File: src/rtl/coax_port_switch_pkg.sv
// rtl/coax_port_switch_pkg.sv - mode and FSM state encodings shared by the coax port switch
package coax_port_switch_pkg;

   typedef enum logic [1:0] {
      MODE_NORMAL   = 2'b00,
      MODE_LOOPBACK = 2'b01,
      MODE_SCAN     = 2'b10,
      MODE_RESERVED = 2'b11
   } mode_e;

   typedef enum logic [1:0] {
      ST_IDLE  = 2'b00,
      ST_TX    = 2'b01,
      ST_GUARD = 2'b10
   } state_e;

   // The reserved encoding behaves exactly like NORMAL, so it is folded at load time.
   function automatic mode_e decode_mode(input logic [1:0] raw);
      mode_e m;
      case (raw)
         2'b01:   m = MODE_LOOPBACK;
         2'b10:   m = MODE_SCAN;
         default: m = MODE_NORMAL;
      endcase
      return m;
   endfunction

endpackage

File: src/rtl/coax_activity_detector.sv
// rtl/coax_activity_detector.sv - per-port RX synchroniser and carrier-sense counter
module coax_activity_detector #(
   parameter int SYNC_STAGES = 2,
   parameter int WINDOW      = 64,
   localparam int CW         = $clog2(WINDOW + 1)
) (
   input  logic clk,
   input  logic reset_n,
   input  logic rx_raw,
   output logic rx_sync,
   output logic active
);

   localparam logic [CW-1:0] SAT = CW'(WINDOW);

   logic [SYNC_STAGES-1:0] sync_q, sync_d;
   logic                   prev_q, prev_d;
   logic [CW-1:0]          cnt_q, cnt_d;

   // Shift the raw pin through the synchroniser; restart the quiet-time count on any synced edge.
   always_comb begin
      sync_d = {sync_q[SYNC_STAGES-2:0], rx_raw};
      prev_d = sync_q[SYNC_STAGES-1];
      cnt_d  = cnt_q;
      if (sync_q[SYNC_STAGES-1] ^ prev_q) begin
         cnt_d = '0;
      end else if (cnt_q != SAT) begin
         cnt_d = cnt_q + CW'(1);
      end
   end

   // Counter resets saturated so every port reads inactive until it sees an edge.
   always_ff @(posedge clk or negedge reset_n) begin
      if (!reset_n) begin
         sync_q <= '0;
         prev_q <= 1'b0;
         cnt_q  <= SAT;
      end else begin
         sync_q <= sync_d;
         prev_q <= prev_d;
         cnt_q  <= cnt_d;
      end
   end

   assign rx_sync = sync_q[SYNC_STAGES-1];
   assign active  = (cnt_q < SAT);

endmodule

File: src/rtl/coax_port_switch.sv
// rtl/coax_port_switch.sv - routes one coax TX/RX engine pair onto NUM_PORTS coax ports
module coax_port_switch
   import coax_port_switch_pkg::*;
#(
   parameter int NUM_PORTS      = 4,
   parameter int CLOCKS_PER_BIT = 16,
   parameter int GUARD_BITS     = 2,
   parameter int ACTIVITY_BITS  = 4,
   parameter int SYNC_STAGES    = 2,
   localparam int PW            = (NUM_PORTS > 1) ? $clog2(NUM_PORTS) : 1
) (
   input  logic                 clk,
   input  logic                 reset_n,
   input  logic [1:0]           cfg_mode,
   input  logic [PW-1:0]        cfg_port,
   input  logic                 cfg_strobe,
   output logic                 cfg_reject,
   input  logic                 tx_active_in,
   input  logic                 tx_in,
   output logic                 rx_out,
   output logic [NUM_PORTS-1:0] port_tx_active,
   output logic [NUM_PORTS-1:0] port_tx,
   input  logic [NUM_PORTS-1:0] port_rx,
   output logic [NUM_PORTS-1:0] port_activity,
   output logic [PW-1:0]        cur_port,
   output logic                 busy
);

   localparam int G  = GUARD_BITS * CLOCKS_PER_BIT;
   localparam int GW = $clog2(G + 1);
   localparam int W  = ACTIVITY_BITS * CLOCKS_PER_BIT;
   localparam logic [GW-1:0] GUARD_LAST = GW'(G - 1);

   state_e                 state_q, state_d;
   mode_e                  mode_q, mode_d;
   logic [PW-1:0]          cur_port_q, cur_port_d;
   logic [GW-1:0]          guard_q, guard_d;
   logic                   cfg_reject_q, cfg_reject_d;
   logic                   rx_out_q, rx_out_d;
   logic [NUM_PORTS-1:0]   port_tx_active_q, port_tx_active_d;
   logic [NUM_PORTS-1:0]   port_tx_q, port_tx_d;

   logic [NUM_PORTS-1:0]   rx_sync;
   logic [NUM_PORTS-1:0]   tx_mask;
   logic                   port_ok;
   logic                   scan_hit;
   logic [PW-1:0]          scan_port;
   int                     idx;

   for (genvar g = 0; g < NUM_PORTS; g++) begin : g_port
      coax_activity_detector #(
         .SYNC_STAGES (SYNC_STAGES),
         .WINDOW      (W)
      ) u_activity (
         .clk     (clk),
         .reset_n (reset_n),
         .rx_raw  (port_rx[g]),
         .rx_sync (rx_sync[g]),
         .active  (port_activity[g])
      );
   end

   // When the port field can encode only valid ports, every request is in range.
   if (NUM_PORTS == (1 << PW)) begin : g_port_full
      assign port_ok = 1'b1;
   end else begin : g_port_range
      assign port_ok = (cfg_port < PW'(NUM_PORTS));
   end

   // Scan priority: first active port after cur_port, wrapping through 0 back up to cur_port-1.
   always_comb begin
      scan_hit  = 1'b0;
      scan_port = cur_port_q;
      idx       = 0;
      for (int i = 1; i < NUM_PORTS; i++) begin
         idx = int'(cur_port_q) + i;
         if (idx >= NUM_PORTS) begin
            idx = idx - NUM_PORTS;
         end
         if (!scan_hit && port_activity[PW'(idx)]) begin
            scan_hit  = 1'b1;
            scan_port = PW'(idx);
         end
      end
   end

   // Config load, scan step, TX/GUARD FSM and next values of the registered outputs.
   always_comb begin
      state_d      = state_q;
      mode_d       = mode_q;
      cur_port_d   = cur_port_q;
      guard_d      = guard_q;
      cfg_reject_d = 1'b0;

      if (cfg_strobe) begin
         if (state_q == ST_IDLE && port_ok) begin
            mode_d     = decode_mode(cfg_mode);
            cur_port_d = cfg_port;
         end else begin
            cfg_reject_d = 1'b1;
         end
      end else if (state_q == ST_IDLE && mode_q == MODE_SCAN &&
                   !port_activity[cur_port_q] && scan_hit) begin
         cur_port_d = scan_port;
      end

      case (state_q)
         ST_IDLE: begin
            guard_d = '0;
            if (tx_active_in && mode_d != MODE_LOOPBACK) begin
               state_d = ST_TX;
            end
         end
         ST_TX: begin
            guard_d = '0;
            if (!tx_active_in) begin
               state_d = ST_GUARD;
            end
         end
         ST_GUARD: begin
            if (tx_active_in) begin
               state_d = ST_TX;
               guard_d = '0;
            end else if (guard_q == GUARD_LAST) begin
               state_d = ST_IDLE;
               guard_d = '0;
            end else begin
               guard_d = guard_q + GW'(1);
            end
         end
         default: begin
            state_d = ST_IDLE;
            guard_d = '0;
         end
      endcase

      // Outputs follow the next state/port so a same-cycle config or scan switch drives the new port.
      tx_mask          = (state_d == ST_TX) ? (NUM_PORTS'(1) << cur_port_d) : '0;
      port_tx_active_d = tx_mask;
      port_tx_d        = tx_in ? tx_mask : '0;

      if (mode_q == MODE_LOOPBACK) begin
         rx_out_d = tx_in;
      end else if (state_d == ST_IDLE && cur_port_d == cur_port_q) begin
         rx_out_d = rx_sync[cur_port_q];
      end else begin
         rx_out_d = 1'b0;
      end
   end

   // State and output registers; reset drops every driver enable immediately.
   always_ff @(posedge clk or negedge reset_n) begin
      if (!reset_n) begin
         state_q          <= ST_IDLE;
         mode_q           <= MODE_NORMAL;
         cur_port_q       <= '0;
         guard_q          <= '0;
         cfg_reject_q     <= 1'b0;
         rx_out_q         <= 1'b0;
         port_tx_active_q <= '0;
         port_tx_q        <= '0;
      end else begin
         state_q          <= state_d;
         mode_q           <= mode_d;
         cur_port_q       <= cur_port_d;
         guard_q          <= guard_d;
         cfg_reject_q     <= cfg_reject_d;
         rx_out_q         <= rx_out_d;
         port_tx_active_q <= port_tx_active_d;
         port_tx_q        <= port_tx_d;
      end
   end

   assign cfg_reject     = cfg_reject_q;
   assign rx_out         = rx_out_q;
   assign port_tx_active = port_tx_active_q;
   assign port_tx        = port_tx_q;
   assign cur_port       = cur_port_q;
   assign busy           = (state_q != ST_IDLE);

endmodule

File: config.mk
export PLATFORM = sky130hd
export DESIGN_NAME = coax_port_switch
export DESIGN_NICKNAME = d
export VERILOG_FILES = /design/src/rtl/coax_port_switch_pkg.sv /design/src/rtl/coax_activity_detector.sv /design/src/rtl/coax_port_switch.sv
export SDC_FILE = /design/constraint.sdc
export NUM_CORES = 1
export LEC_CHECK = 0
export BUFFER_PORTS_ARGS = -buffer_cell sky130_fd_sc_hd__buf_2
export CAP_MARGIN = 20
export CORE_ASPECT_RATIO = 0.6
export CORE_MARGIN = 8
export CORE_UTILIZATION = 25
export DETAILED_ROUTE_END_ITERATION = 8
export HOLD_SLACK_MARGIN = 0.06
export SYNTH_ARGS = -nofsm -noshare
export SYNTH_HDL_FRONTEND = slang
export SYNTH_SLANG_ARGS = --single-unit
File: constraint.sdc
create_clock -name clk -period 2.2 [get_ports clk]
set_input_delay 0.44 -clock clk [delete_from_list [all_inputs] [get_ports clk]]
set_output_delay 0.44 -clock clk [all_outputs]
set_load 0.02 [all_outputs]
# --- Yosys cells after proc, flatten, opt, wreduce, memory -nomap -nowiden ---
# Cells that the tools add are included.
# Widths: inputs -> output; s select.
op_classes:
  add_sub_neg: 11
  bitwise: 4
  mux: 50
  eq_ne: 14
  magnitude_cmp: 11
  shifts: 1
  n_reduce_logical: 17
ops:
  columns: ["op", "n"]
  rows:
  - ["$mux 7", 8]
  - ["$mux 2", 15]
  - ["$add 7x1->7 const B", 4]
  - ["$lt 7x7->1 const B", 4]
  - ["$ne 7x7->1 const B", 4]
  - ["$mux 6", 3]
  - ["$mux 1", 15]
  - ["$lt 2x4->1 const B", 3]
  - ["$bmux 1 s2", 5]
  - ["$reduce_bool 2->1", 5]
  - ["$ge 3x3->1 const B", 3]
  - ["$eq 2x1->1 const B", 4]
  - ["$mux 4", 2]
  - ["$logic_and 1x1->1", 7]
  - ["$add 2x2->3 const B", 2]
  - ["$add 6x1->6 const B", 1]
  - ["$eq 2x2->1 const B", 3]
  - ["$eq 6x5->1 const B", 1]
  - ["$pmux 2 s3", 1]
  - ["$sub 2x1->2 const B", 3]
  - ["$logic_not 2->1", 2]
  - ["$pmux 2 s2", 1]
  - ["$shl 1x2->4 const A", 1]
  - ["$xor 1x1->1", 4]
  - ["5 further kinds", 7]
word_totals:
  output_inout_bits: 17
  input_bits: 13
  regBits: 62
  word_cells: 128

# --- Depth between registers and ports, before layout ---
logic_depth:
  ltp_word: 20
  depth_mapped: 7
  ltp_nobuf: 7

# --- Modules after synthesis ---
# Synthesis repeated with hierarchy kept, for this count alone.
hier_totals:
  hier_cells: 290
  hier_area_um2: 3071.7
by_module_without_submodules:
  columns: ["mod", "cells_each", "n_inst", "area_each_um2", "seq_area_each_um2"]
  rows:
  - ["coax_activity_detector", 45, 4, 469.2, 251.5]
  - ["coax_port_switch", 110, 1, 1194.9, 550.5]

# --- Least setup slack after synthesis ---
# OpenSTA, ideal clock, no wires.
synth_timing:
  path_kind: "flip-flop to flip-flop"
  from: "register state_q[1]"
  to: "register rx_out_q (netlist: rx_out)"
  required_time_ps: 2124
  path_buffers: 0
  setup_time_ps: 76
  arrival_time_ps: 1996
  setup_slack_ps: 127
  period_less_slack_ps: 2073
  path_stages_with_launch: 6
  path_cell_list: "dfrtp_1 > or3b_4 > mux2i_1 > o311a_4 > or4_1 > o21ai_1"
synth_between:
  elab_chain_len: 11
  word_cells_on_any_way: 23
  cone_classes: "eq/ne: 4; mux: 12; reduce/logical: 7"
synth_lines:
  columns: ["item", "line_no", "rtl"]
  rows:
  - ["start, declared", "coax_port_switch.sv:34", "state_e state_q, state_d;"]
  - ["start signal, assigned", "coax_port_switch.sv:163", "state_q <= state_d;"]
  - ["$logic_not 2->1", "coax_port_switch.sv:96, coax_port_switch.sv:107", null]
  - ["$mux 2", "coax_port_switch.sv:96", "if (state_q == ST_IDLE && port_ok) begin"]
  - ["$mux 2", "coax_port_switch.sv:95", "if (cfg_strobe) begin"]
  - ["$ne 2x1->1", "coax_port_switch.sv:110", "if (tx_active_in && mode_d != MODE_LOOPBACK) begin"]
  - ["$logic_and 1x1->1", "coax_port_switch.sv:110", null]
  - ["$mux 2", "coax_port_switch.sv:110", null]
  - ["$pmux 2 s3 *", "coax_port_switch.sv:107", "case (state_q)"]
  - ["net state_d[0]", "coax_port_switch.sv:34", null]
  - ["$logic_not 2->1 *", "coax_port_switch.sv:144", "end else if (state_d == ST_IDLE && cur_port_d == cur_port_q) begin"]
  - ["$logic_and 1x1->1 *", "coax_port_switch.sv:144", null]
  - ["$mux 1 *", "coax_port_switch.sv:144", null]
  - ["$mux 1 *", "coax_port_switch.sv:142", "if (mode_q == MODE_LOOPBACK) begin"]
  - ["net rx_out_d", "coax_port_switch.sv:39", "logic rx_out_q, rx_out_d;"]
  - ["end signal, assigned", "coax_port_switch.sv:168", "rx_out_q <= rx_out_d;"]
  - ["end, declared", "coax_port_switch.sv:39", null]
# The timed path passes the listed nets; every way through them passes the cells marked *.
# A chain may end at the register's enable or synchronous reset.

# --- Worst setup path in the final report ---
layout_timing:
  from: "register state_q[0]"
  to: "register port_tx_q[2] (netlist: port_tx[2])"
layout_between:
  elab_chain_len: 10
  word_cells_on_any_way: 22
  cone_classes: "eq/ne: 4; shift: 1; mux: 12; reduce/logical: 5"
layout_lines:
  columns: ["item", "line_no", "rtl"]
  rows:
  - ["$logic_not 2->1", "coax_port_switch.sv:96, coax_port_switch.sv:102, coax_port_switch.sv:107", null]
  - ["$mux 2", "coax_port_switch.sv:96", null]
  - ["$mux 2", "coax_port_switch.sv:95", null]
  - ["$ne 2x1->1", "coax_port_switch.sv:110", null]
  - ["$logic_and 1x1->1", "coax_port_switch.sv:110", null]
  - ["$mux 2", "coax_port_switch.sv:110", null]
  - ["$pmux 2 s3", "coax_port_switch.sv:107", null]
  - ["$eq 2x1->1", "coax_port_switch.sv:138", "tx_mask = (state_d == ST_TX) ? (NUM_PORTS'(1) << cur_port_d) : '0;"]
  - ["$mux 4 *", "coax_port_switch.sv:138", null]
  - ["$mux 4 *", "coax_port_switch.sv:140", "port_tx_d = tx_in ? tx_mask : '0;"]
  - ["net port_tx_d[2]", "coax_port_switch.sv:41", "logic [NUM_PORTS-1:0] port_tx_q, port_tx_d;"]
  - ["end signal, assigned", "coax_port_switch.sv:170", "port_tx_q <= port_tx_d;"]
  - ["end, declared", "coax_port_switch.sv:41", null]
# Marked as above.

==> results by group <==
Worst hold path
  • Hold WC Path Type: in2async

Worst setup path
  • CP required: 2410 ps
  • R2R depth: 5
  • Crit path capture type: register
  • Maximum net fanout on the critical path: 7
  • Critical Path AT: 2330 ps
  • Critical path, cell by cell: nor4b_1 > o311ai_2 > a211oi_2 > xnor2_1 > o2111a_1
  • FF-to-FF End: port_tx[2]
  • Startpoint class of the critical path: register
  • Crit path kind: reg2reg
  • Max incr delay on CP: 450 ps
  • R2r setup slk: 70 ps
  • CP max stage cell: dfrtp_2
  • Reg2reg start: state_q[0]

Synth
  • Synthesis-stage register bit count: 62
  • Synth Cell Area: 3020 um2
  • Largest family of logic cells by synthesized area: simple AND/OR/NAND/NOR gates
  • FFs w/ async S/R, synth: 100%
  • Synth unique cells: 43
  • Leading post-synthesis cells by cell area: dfrtp_1 (48%), xnor2_1 (5.5%), nor2_1 (4.7%), xor2_1 (4.3%), ha_1 (3.7%)
  • Seq/Total Area, Yosys: 51.5%
  • Post-synthesis simple-gate area fraction: 17.1%
  • Adder-cell share of the synthesized area: 3.73%
  • Average instance area after synthesis: 10.9 um2
  • Multiplexer share of the synthesized area: 4.80%
  • Xor-xnor portion of the synthesized cell area: 9.86%
  • Synth warn: 0
  • Synthesized netlist cell count: 277
  • Syn nets: 299
  • Leading area contributor after synthesis: dfrtp_1
  • Area share of the largest cell type after synthesis: 48.0%
  • Synth Area in Compound Gates: 8.82%
  • Post-synth EDFFs: 0
  • Post-synth top flop: dfrtp_1

STA
  • TNS Setup: 0 ps
  • Final setup margin: 73.6 ps
  • Final Max Tran Viols: 0
  • Final hold violation count: 0
  • Final setup fails: 0
  • Period utilization: 96.7%
  • Tightest Pin Transition: 564 ps
  • Fmax: 0.470 GHz
  • Hold_ws: 110 ps
  • Skew final: 4.09 ps
  • Worst slew margin: 61.9%
  • Crit path time final: 2130 ps

Die
  • # IOs: 30
  • Initial Util: 25.4%
  • Die height: 101 um
  • Core area: 11900 um2
  • Die Wd: 158 um
  • Rows: 31
  • DIE AREA: 16000 um2

Power
  • Tot Pwr: 3130 uW
  • P_leak: 0.00160 uW
  • Max IR drop VDD: 267 uV
  • PwrDens: 848 nW/um2

Clocking
  • Post-cts resize count: 0
  • Clock Root Buffer: clkbuf_16
  • Clk sinks: 62
  • Total CTS buffers: 9
  • Count of hold-fix buffers inserted at cts: 0
  • Htree depth: 3
  • # Post-CTS Setup Buffers: 0
  • Clk buf depth: 2
  • Worst-path clk slew: 50 ps
  • CTS tree: yes
  • Skew-Pair Late Insertion Delay: 330 ps

Global route
  • Grt total ovfl: 0
  • Largest net degree at the start of global routing: 63
  • Global-route wire length before repair: 10.7 mm
  • GRT Util Overall: 8.67%
  • Vias in the first global route: 2128
  • Initial antenna violation count: 0

Placed design
  • GPL Wtd Cong: 0.762
  • DP HPWL: 4.50 mm
  • Cells after DPL: 470
  • Port buffer count: 29
  • Pre-CTS WS: 35.3 ps

Drt
  • Via/cell ratio: 4.34
  • Routed WL per cell: 13.1 um
  • DRC Markers: 0
  • Final WL: 6.35 mm
  • DRT antenna net count: 0
  • First-pass iteration count of the detailed router: 4
  • Drt first-iter violations: 165
  • Vias: 2110

Final layout
  • Footprint of the multi-input gates: 1370 um2
  • Fin cells: 486
  • Diode count: 0
  • Final Net Count: 338
  • Share of cells above drive strength 1: 22.1%
  • Area Overhead vs Synth: 22.4%
  • Storage cell area: 1560 um2
  • FILL cells: 1223

Outcome
  • Status: completed

Job
  • Max-cap violation count: 0
registers in the layout, summed over array words and instances (netlist names):
signal and count:
g_port.u_activity.cnt_q 28, port_tx_active 4, rx_out 1, mode_q 2
cur_port 2, cfg_reject 1, guard_q 6, state_q 2
port_tx 4, g_port.u_activity.sync_q 8, g_port.u_activity.prev_q 4
synth_stat cells, types with 2 or more instances:
| master | number |
|---|---|
| dfrtp_1 | 58 |
| o311ai_0 | 4 |
| ha_1 | 9 |
| clkbuf_1 | 4 |
| a21oi_1 | 6 |
| nor3_1 | 3 |
| buf_4 | 4 |
| or3_1 | 3 |
| nand2b_1 | 2 |
| buf_2 | 2 |
| mux4_2 | 2 |
| nand2_1 | 9 |
| nor2_1 | 38 |
| dfstp_2 | 4 |
| nor4_1 | 3 |
| mux2i_1 | 10 |
| nand3b_1 | 8 |
| and3_1 | 5 |
| inv_1 | 18 |
| nor3b_1 | 4 |
| and2_1 | 2 |
| o2111a_1 | 8 |
| nor2b_1 | 3 |
| xnor2_1 | 19 |
| o311ai_1 | 2 |
| xor2_1 | 15 |
| o21ai_0 | 3 |
| nand3_1 | 14 |
per-layer routing:
| layer | part of all wire (%) | GRT usage, % | wire [um] | vias to the layer above |
|---|---|---|---|---|
| met5 | 0 | 0 | 0 | - |
| met2 | 41 | 11.6 | 2620 | 55 |
| met1 | 51 | 11.7 | 3240 | 1011 |
| met4 | 1.8 | 4.47 | 115 | 0 |
| li1 | - | - | - | 1035 |
| met3 | 5.8 | 3.49 | 369 | 9 |
placed cells by master (no fill, tap or decap), drive strengths merged, types with 5 or more instances in the layout:
| cell type | n |
|---|---|
| inv | 19 |
| nand3b | 8 |
| ha | 9 |
| and3 | 5 |
| nand2 | 9 |
| xor2 | 15 |
| clkbuf | 12 |
| dfrtp | 58 |
| a21oi | 6 |
| o2111a | 8 |
| xnor2 | 19 |
| mux2i | 10 |
| nor2 | 39 |
| o311ai | 6 |
| nand3 | 14 |
| buf | 38 |
area by class of cell:
class | instances | area share (%)
inverters | 19 | 1.93
well taps | 165 | 5.58
repair buffers | 38 | 6.09
flip-flops and latches | 62 | 42.2
multi-input cells | 186 | 37.0
clock buffers | 12 | 6.67
clock inverters | 4 | 0.609
cell families (layout without fill, tap and decap cells):
family                     Yosys count  count (layout)
and+or+nand+nor                    100             100
xor gates and xnor gates            34              34
DFF                                 62              62
buffers and inverters               29              73
AOI/OAI and AO/OA                   31              31
muxes                               12              12
adders and majority gates            9               9
worst max-delay path: cells and delay by family (launching register included):
family | cells | cell delay (ps)
XOR/XNOR | 1 | 230
AO/OA/AOI/OAI | 3 | 900
AND/OR/NAND/NOR | 1 | 430
flip-flops | 1 | 450
through the flow:
stage	utilization (%)	instance area, um2
3_3_place_gp	28.5	3400
6_report	31.0	3700
2_1_floorplan	-	3020
5_1_grt	31.0	3700
4_1_cts	30.8	3670
3_5_place_dp	28.5	3400
power by group:
group | total, uW | switching [uW] | internal [uW]
Sequential | 1330 | 94.6 | 1230
Combinational | 531 | 306 | 225
Clock | 1270 | 488 | 786
Total | 3130 | 889 | 2240
worst max-delay path by stage:
stage                     start                end
detailed placement   cfg_strobe             rx_out
finish               state_q[0]         port_tx[2]
global route         state_q[0]         port_tx[2]
floorplan            state_q[1]             rx_out
CTS                 cur_port[1]  port_tx_active[1]
global placement     cfg_strobe             rx_out
(Power assumes the default switching activity.)
